File: config.mk
export PLATFORM = sky130hd
export DESIGN_NAME = hazard_ctrl
export DESIGN_NICKNAME = d
export VERILOG_FILES = /design/src/rtl/hazard_ctrl_pkg.sv /design/src/rtl/md_stall_fsm.sv /design/src/rtl/hazard_ctrl.sv
export SDC_FILE = /design/constraint.sdc
export NUM_CORES = 1
export LEC_CHECK = 0
export CORE_MARGIN = 5
export CORE_UTILIZATION = 36
export CTS_BUF_LIST = sky130_fd_sc_hd__clkbuf_2
export DETAILED_ROUTE_END_ITERATION = 8
export MAX_ROUTING_LAYER = met4
export PLACE_DENSITY = 0.8
export SETUP_SLACK_MARGIN = 0.3
export SLEW_MARGIN = 0
export SYNTH_ARGS = -nofsm -noshare
export SYNTH_HDL_FRONTEND = slang
export SYNTH_SLANG_ARGS = --single-unit
File: constraint.sdc
create_clock -name clk -period 1.2 [get_ports clk]
set_input_delay 0.18 -clock clk [delete_from_list [all_inputs] [get_ports clk]]
set_output_delay 0.18 -clock clk [all_outputs]
set_load 0.05 [all_outputs]
File: src/rtl/hazard_ctrl_pkg.sv
// Shared definitions for the pipeline hazard controller.
//   regfile_logsize : register index width
//   md_state_t      : mul/div freeze FSM states
//   ex_rec_t        : EX stage record {wr, rd, load, md}
//   wb_rec_t        : EX/MEM and MEM/WB records {wr, rd}
package hazard_ctrl_pkg;

  localparam int unsigned regfile_logsize = 5;

  typedef enum logic [0:0] {MD_IDLE, MD_BUSY} md_state_t;

  typedef struct packed {
    logic                       wr;
    logic [regfile_logsize-1:0] rd;
    logic                       load;
    logic                       md;
  } ex_rec_t;

  typedef struct packed {
    logic                       wr;
    logic [regfile_logsize-1:0] rd;
  } wb_rec_t;

  // Project an EX record onto the fields carried by the later stages.
  function automatic wb_rec_t ex_to_wb(input ex_rec_t ex);
    wb_rec_t wb;
    wb.wr = ex.wr;
    wb.rd = ex.rd;
    return wb;
  endfunction

endpackage

File: src/rtl/md_stall_fsm.sv
// Mul/div freeze sequencer. Keeps a mul/div in EX for exactly MD_LAT cycles.
//   clk    : core clock
//   rst_n  : asynchronous active-low reset
//   flush  : abort any mul/div in progress
//   ex_md  : EX holds a mul/div
//   freeze : hold EX and front end this cycle (combinational from state and ex_md)
module md_stall_fsm
  import hazard_ctrl_pkg::*;
#(
  parameter int unsigned MD_LAT = 4
) (
  input  logic clk,
  input  logic rst_n,
  input  logic flush,
  input  logic ex_md,
  output logic freeze
);

  localparam int unsigned CntW = $clog2(MD_LAT);
  // First freeze cycle happens in MD_IDLE and the release cycle at cnt==0,
  // so the counter only spans the MD_LAT-2 cycles in between.
  localparam logic [CntW-1:0] CntLoad = CntW'(MD_LAT - 2);

  md_state_t       state_q;
  logic [CntW-1:0] cnt_q;

  always_comb begin
    freeze = 1'b0;
    if (state_q == MD_IDLE) freeze = ex_md;
    else                    freeze = (cnt_q != '0);
  end

  always_ff @(posedge clk or negedge rst_n) begin
    if (!rst_n) begin
      state_q <= MD_IDLE;
      cnt_q   <= '0;
    end else if (flush) begin
      state_q <= MD_IDLE;
      cnt_q   <= '0;
    end else begin
      unique case (state_q)
        MD_IDLE: begin
          if (ex_md) begin
            state_q <= MD_BUSY;
            cnt_q   <= CntLoad;
          end
        end
        MD_BUSY: begin
          if (cnt_q != '0) cnt_q   <= cnt_q - 1'b1;
          else             state_q <= MD_IDLE;
        end
        default: begin
          state_q <= MD_IDLE;
          cnt_q   <= '0;
        end
      endcase
    end
  end

endmodule

File: src/rtl/hazard_ctrl.sv
// Pipeline hazard controller between decode and the forwarding unit.
// Tracks destination info for EX, EX/MEM (1d) and MEM/WB (2d), detects load-use
// hazards and freezes the front end while a mul/div occupies EX.
// Build option: define RV_MULDIV_STALL_EN to enable the mul/div freeze; without it
// id_is_md is ignored, md_busy is 0 and MD_LAT is unused.
// RF_LOGSIZE must equal hazard_ctrl_pkg::regfile_logsize.
//   Inputs : clk, rst_n (async, active-low), id_valid, id_rs1/id_rs2, id_rs1_used/
//            id_rs2_used, id_rd, id_regwr, id_is_load, id_is_md, flush
//   Outputs: stall_if_id, bubble_ex, md_busy, RegWrs_1d/RegW_1d (EX/MEM),
//            RegWrs_2d/RegW_2d (MEM/WB)
module hazard_ctrl
  import hazard_ctrl_pkg::*;
#(
  parameter int unsigned MD_LAT     = 4,
  parameter int unsigned RF_LOGSIZE = regfile_logsize
) (
  input  logic                  clk,
  input  logic                  rst_n,
  input  logic                  id_valid,
  input  logic [RF_LOGSIZE-1:0] id_rs1,
  input  logic [RF_LOGSIZE-1:0] id_rs2,
  input  logic                  id_rs1_used,
  input  logic                  id_rs2_used,
  input  logic [RF_LOGSIZE-1:0] id_rd,
  input  logic                  id_regwr,
  input  logic                  id_is_load,
  input  logic                  id_is_md,
  input  logic                  flush,
  output logic                  stall_if_id,
  output logic                  bubble_ex,
  output logic                  md_busy,
  output logic                  RegWrs_1d,
  output logic [RF_LOGSIZE-1:0] RegW_1d,
  output logic                  RegWrs_2d,
  output logic [RF_LOGSIZE-1:0] RegW_2d
);

  ex_rec_t id_rec;
  ex_rec_t ex_q, ex_d;
  wb_rec_t w1_q, w1_d;
  wb_rec_t w2_q, w2_d;
  logic    load_use;
  logic    freeze;

  always_comb begin
    id_rec = '0;
    if (id_valid) begin
      id_rec.wr   = id_regwr;
      id_rec.rd   = id_rd;
      id_rec.load = id_is_load;
`ifdef RV_MULDIV_STALL_EN
      id_rec.md   = id_is_md;
`endif
    end
  end

  // Writes to x0 and unused source fields never create a hazard.
  assign load_use = ex_q.load && ex_q.wr && (ex_q.rd != '0) && id_valid &&
                    ((id_rs1_used && (id_rs1 == ex_q.rd)) ||
                     (id_rs2_used && (id_rs2 == ex_q.rd)));

`ifdef RV_MULDIV_STALL_EN
  md_stall_fsm #(
    .MD_LAT (MD_LAT)
  ) u_md_stall_fsm (
    .clk    (clk),
    .rst_n  (rst_n),
    .flush  (flush),
    .ex_md  (ex_q.md),
    .freeze (freeze)
  );
`else
  localparam int unsigned unused_md_lat = MD_LAT;
  logic unused_md;
  assign unused_md = id_is_md ^ ex_q.md;
  assign freeze    = 1'b0;
`endif

  // Priority: flush > mul/div freeze > load-use.
  assign stall_if_id = !flush && (freeze || load_use);
  assign bubble_ex   = flush || (!freeze && load_use);
  assign md_busy     = !flush && freeze;

  always_comb begin
    ex_d = id_rec;
    w1_d = ex_to_wb(ex_q);
    w2_d = w1_q;
    if (flush) begin
      // The EX occupant is squashed, including an aborted mul/div.
      ex_d = '0;
      w1_d = '0;
    end else if (freeze) begin
      ex_d = ex_q;
      w1_d = '0;
    end else if (load_use) begin
      ex_d = '0;
    end
  end

  always_ff @(posedge clk or negedge rst_n) begin
    if (!rst_n) begin
      ex_q <= '0;
      w1_q <= '0;
      w2_q <= '0;
    end else begin
      ex_q <= ex_d;
      w1_q <= w1_d;
      w2_q <= w2_d;
    end
  end

  assign RegWrs_1d = w1_q.wr;
  assign RegW_1d   = w1_q.rd;
  assign RegWrs_2d = w2_q.wr;
  assign RegW_2d   = w2_q.rd;

endmodule

==> summary.md, run 1 <==
| Metric | Value |
|---|---|
| DR DRC count | `0` |
| DP Wirelength | `1630 um` |
| First DRT Iteration DRCs | `17` |
| CTS tree | `done` |
| Final period util | `1.60` |
| Clk sinks | `19` |
| Clock Latency Late Sink | `0.30 ns` |
| Post-Syn Area | `754 um2` |
| Share of cells above drive strength 1 | `0.378` |
| Skew final | `0.00455 ns` |
| VDD IR max | `0.531 mV` |
| Total track usage | `0.148` |
| Post-layout instance area | `0.00147 mm2` |
| Register area share after synthesis | `0.630` |
| Crit start category | `flop` |
| Worst-path fanout max | `3` |
| # nets final | `144` |
| Critical path capture point type | `output pin` |
| Endpoints failing setup | `9` |
| Crit path required time | `1.02 ns` |
| Failing checks | `setup timing` |
| Total power | `1.25 mW` |
| Vias | `678` |
| WS Path Type | `reg2out` |
| Ant diodes | `0` |
| Critical Path AT | `1.73 ns` |
| CTS Root Cell | `clkbuf_2` |
| RePlAce Congestion | `0.769` |
| Buffers on Ports | `36` |
| Status | `finished with violations` |
| Final worst slack | `-0.715 ns` |
| WL final | `2200 um` |
| Fin crit period | `1.91 ns` |
| Die Wd | `55.8 um` |
| Total CTS buffers | `3` |
| Final Slew Violations | `0` |
| GRT Residual Overflow | `0` |
| # Max-Cap Violations | `0` |
| Global-route wire length before repair | `3480 um` |
| Vias per cell | `4.64` |
| Max clock buf depth | `2` |
| Hold buffer count at CTS | `0` |
| Synth Register Bits | `19` |
| Row count | `16` |
| Worst Setup SP | `ex_q[4]` |
| Final Hold Viols | `0` |
| H-tree depth | `1` |
| Initial antenna violation count | `0` |
| R2R Path End | `ex_q[6]` |
| Pin count of the biggest net entering global routing | `20` |
| Syn_area_per_cell | `12.0 um2` |
| Pwr Density | `853 mW/mm2` |
| Yosys top cell by area | `dfrtp_1` |
| Worst reg-to-reg path cell count | `7` |
| I/O pin cnt | `39` |
| Area added between synthesis and finish | `94.7%` |
| Die area | `0.00311 mm2` |
| First-pass iteration count of the detailed router | `5` |
| Vias in the first global route | `681` |
| Reg2reg setup slack | `-0.35 ns` |
| Starting density of the core | `0.381` |
| CTS clk-pin slew, worst paths | `0.16 ns` |
| Post-route ant nets | `0` |
| Die Span Y | `55.8 um` |
| Leakage Power | `0.664 nW` |
| RR Startpoint | `ex_q[4]` |
| Unrepaired setup endpoints after global routing | `yes` |
| WHS | `0.193 ns` |
| Post-placement cell area | `0.00136 mm2` |
| Synth Warn # | `0` |
| Cell variety after synth | `14` |
| Core area | `0.00198 mm2` |
| Final core occ | `0.741` |
| Hold Crit Class | `in2async` |
| Fmax achieved | `522 MHz` |
| Top cell type's share of synthesized area | `0.630` |
| Synthesized Nets | `87` |
| WL/cell | `15.0 um` |
| Synth top area cells | `dfrtp_1 (63%), xnor2_1 (12%), nor2b_1 (5.8%), a21oi_1 (5.3%), nand2_1 (4.5%)` |
| Cells after Synth | `63` |
==> layer usage <==
layer  share of wire  up-vias  wire length, um  global-route usage
li1                -      317                -                   -
met1            0.39      317              848               0.168
met2            0.53       38             1180               0.252
met3           0.060        6              131              0.0371
met4           0.019        0               42              0.0521
met5               0        -                0                   -
==> kinds of logic (layout without fill, tap and decap cells) <==
family	Yosys count	count (layout)	synth area share
other	1	1	0.00497
xor gates and xnor gates	10	10	0.116
and+or+nand+nor	22	22	0.149
AOI/OAI and AO/OA	10	10	0.0896
DFF	19	19	0.630
buffers and inverters	1	57	0.00995
==> cells in the final DEF, fill, tap and decap left out, types with 2 or more instances in the layout <==
cell type,instances
xnor2_2,2
xnor2_1,8
clkdlybuf4s50_1,22
buf_4,17
nand2_1,8
nand4_1,2
buf_12,14
clkbuf_2,4
dfrtp_1,18
a21oi_2,2
nor2b_1,7
a21oi_1,6
==> critical path, stage by stage (launching register included) <==
cell,delay [ns]
dfrtp_1,0.45
xnor2_1,0.19
nand4_1,0.20
o22ai_4,0.20
and3b_2,0.25
buf_12,0.14
==> power breakdown <==
group,switching (mW),internal (mW)
Sequential,0.0196,0.660
Combinational,0.132,0.171
Clock,0.183,0.0883
==> Yosys cell counts <==
cell type,number
and3b_1,1
nand3_1,1
nor2b_1,7
nor2_1,1
nand4_1,2
nand2_1,9
nor3_1,1
a21oi_1,8
xnor2_1,10
a21o_1,1
dfrtp_1,19
o22ai_4,1
buf_4,1
conb_1,1
==> registers in the layout (all words and copies together) (netlist names) <==
| signal | cells |
|---|---|
| ex_q | 7 |
| RegWrs_2d | 1 |
| RegW_2d | 5 |
| RegWrs_1d | 1 |
| RegW_1d | 5 |
==> repair_timing <==
item,CTS,global route
hold endpoints to repair,0,0
cloned,0,0
gates resized for setup,4,4
setup endpoints to repair,21,21
pin swaps,7,7
buffers inserted,4,3
==> stage by stage <==
stage,std cells,worst slack (ns),setup TNS [ns]
global placement,135,-0.558,-3.41
global route,146,-0.777,-4.12
floorplan,63,-0.284,-0.499
finish,146,-0.715,-3.71
detailed placement,135,-0.570,-3.42
CTS,143,-0.677,-2.66
==> how the worst max path moves through the flow <==
stage,to,cells after the start
after floorplan,stall_if_id,4
after global placement,stall_if_id,6
after detailed placement,stall_if_id,6
after CTS,stall_if_id,6
after global routing,stall_if_id,5
final,stall_if_id,5
==> final cells by class <==
class / instances / area (um2)
Timing Repair Buffer: 53 / 628
Fill cell: 122 / 513
Multi-Input combinational cell: 43 / 310
Sequential cell: 19 / 477
Clock buffer: 4 / 20.0
Tap cell: 27 / 33.8
(Power assumes the default switching activity.)
==> run 2, diff against run 1 <==
--- a/config.mk
+++ b/config.mk
@@ -5,10 +5,12 @@
 export SDC_FILE = /design/constraint.sdc
 export NUM_CORES = 1
 export LEC_CHECK = 0
+export CAP_MARGIN = 20
 export CORE_MARGIN = 5
 export CORE_UTILIZATION = 36
 export CTS_BUF_LIST = sky130_fd_sc_hd__clkbuf_2
 export DETAILED_ROUTE_END_ITERATION = 8
+export GPL_TIMING_DRIVEN = 1
 export MAX_ROUTING_LAYER = met4
 export PLACE_DENSITY = 0.8
 export SETUP_SLACK_MARGIN = 0.3
==> results of run 2 <==
Same layout as run 1: the final DEF is identical, and so are final timing and power.
==> run 3, diff against run 2 <==
--- a/config.mk
+++ b/config.mk
@@ -6,7 +6,7 @@
 export NUM_CORES = 1
 export LEC_CHECK = 0
 export CAP_MARGIN = 20
-export CORE_MARGIN = 5
+export CORE_MARGIN = 10
 export CORE_UTILIZATION = 36
 export CTS_BUF_LIST = sky130_fd_sc_hd__clkbuf_2
 export DETAILED_ROUTE_END_ITERATION = 8
==> summary.md, run 3 (synthesized netlist as in run 1, its figures left out) <==
| Metric | Value |
|---|---|
| Largest Register | `ex_q` |
| Fin crit period | `1.92 ns` |
| DP Wirelength | `1810 um` |
| Core area | `0.00198 mm2` |
| Die Wd | `65.8 um` |
| Ant diodes | `0` |
| Commonest non-fill, non-tap cell in the layout | `clkdlybuf4s50_1` |
| Max reg flops | `7` |
| Commonest non-fill, non-tap cells in the layout | `clkdlybuf4s50_1 (22), dfrtp_1 (18), buf_12 (14)` |
| Crit start category | `flop` |
| Pin count of the biggest net entering global routing | `20` |
| First-pass iteration count of the detailed router | `4` |
| Slowest stage delay, CP | `0.47 ns` |
| Critical path capture point type | `output pin` |
| Clock Latency Late Sink | `0.32 ns` |
| VDD IR max | `0.544 mV` |
| Hold Crit Class | `in2async` |
| Worst-path fanout max | `3` |
| Leakage Power | `0.689 nW` |
| Row count | `16` |
| Final worst slack | `-0.716 ns` |
| Area added between synthesis and finish | `106%` |
| Vias in the first global route | `768` |
| # nets final | `147` |
| Placed cells | `134` |
| Post-layout instance area | `0.00156 mm2` |
| Setup Total Neg Slack | `-5.81 ns` |
| Global-route wire length before repair | `4120 um` |
| # Max-Cap Violations | `0` |
| Endpoints failing setup | `9` |
| First DRT Iteration DRCs | `21` |
| Fin cells | `149` |
| Total CTS buffers | `3` |
| H-tree depth | `1` |
| Die area | `0.00433 mm2` |
| Final period util | `1.60` |
| Unrepaired setup endpoints after global routing | `yes` |
| Post-placement cell area | `0.00135 mm2` |
| RePlAce Congestion | `0.805` |
| DR DRC count | `0` |
| Critical-path cell list | `xnor2_1, nand4_1, o22ai_4, and3b_2, buf_12` |
| Die Span Y | `65.8 um` |
| Vias | `712` |
| CTS clk-pin slew, worst paths | `0.18 ns` |
| CTS tree | `done` |
| Buf/Inv on CP | `1` |
| Crit path required time | `1.02 ns` |
| Total track usage | `0.132` |
| Final Hold Viols | `0` |
| Status | `finished with violations` |
| Final Slew Violations | `0` |
| Pre-CTS WS | `-0.591 ns` |
| Crit-path slowest cell | `dfrtp_1` |
| Max clock buf depth | `2` |
| Post-route ant nets | `0` |
| Buffers on Ports | `36` |
| Skew final | `0.00840 ns` |
| CTS Root Cell | `clkbuf_2` |
| WL/cell | `18.5 um` |
| Filler Cell Count | `108` |
| Failing checks | `setup timing` |
| Critical Path AT | `1.74 ns` |
| Pwr Density | `836 mW/mm2` |
| Fmax achieved | `522 MHz` |
| Starting density of the core | `0.381` |
| GRT Residual Overflow | `0` |
| WL final | `2750 um` |
| Crit path max-delay family | `flip-flops` |
| Initial antenna violation count | `0` |
| I/O pin cnt | `39` |
| WS Path Type | `reg2out` |
| Vias per cell | `4.78` |
| Share of cells above drive strength 1 | `0.451` |
| Clk sinks | `19` |
| Hold buffer count at CTS | `0` |
-- run 3: cell types whose count changed in the layout (fill, tap and decap cells not counted), sizes merged --
cell / delta
buf: +3
-- run 3: where the power goes --
part | internal, mW | switching [mW] | total [mW]
registers | 0.660 | 0.0225 | 0.683
clock network | 0.0883 | 0.201 | 0.290
logic | 0.184 | 0.144 | 0.328
total | 0.932 | 0.368 | 1.30
-- run 3: cell type report --
cell class	count	area (um2)	area share
Multi-Input combinational cell	43	348	0.224
Sequential cell	19	477	0.307
Timing Repair Buffer	56	677	0.435
Tap cell	27	33.8	0.0217
Clock buffer	4	20.0	0.0129
-- run 3: stage by stage --
stage                     total power, mW  hold WS (ns)  utilization
after floorplan                     0.792        -0.116            -
after global placement              0.963         0.418        0.682
after detailed placement            0.970         0.421        0.682
after CTS                            1.27         0.187        0.764
after global routing                 1.34         0.204        0.785
final                                1.30         0.172        0.785
-- run 3: path summary, 6_finish.rpt --
path                       startpoint     endpoint  slack (ns)  cells after the start
max in group asynchronous       rst_n      ex_q[2]        0.82                      2
min in group clk             id_rd[2]      ex_q[4]        0.37                      3
min                             rst_n   RegW_1d[2]        0.17                      2
max reg2reg                   ex_q[6]      ex_q[5]       -0.64                     11
min reg2reg                 RegWrs_1d    RegWrs_2d        0.45                      0
max                           ex_q[6]  stall_if_id       -0.72                      5
-- run 3: routing by layer --
layer	global-route usage	vias up	routed length [um]
met2	0.222	41	1400
met5	-	-	0
met4	0.0668	0	29
met3	0.0492	4	260
li1	-	324	-
met1	0.132	343	1060
-- run 3: timing repair --
action | in CTS | in global routing
setup endpoints to repair | 21 | 21
hold endpoints to repair | 0 | 0
gates resized for setup | 17 | 6
buffers inserted | 10 | 1
pin swaps | 10 | 6
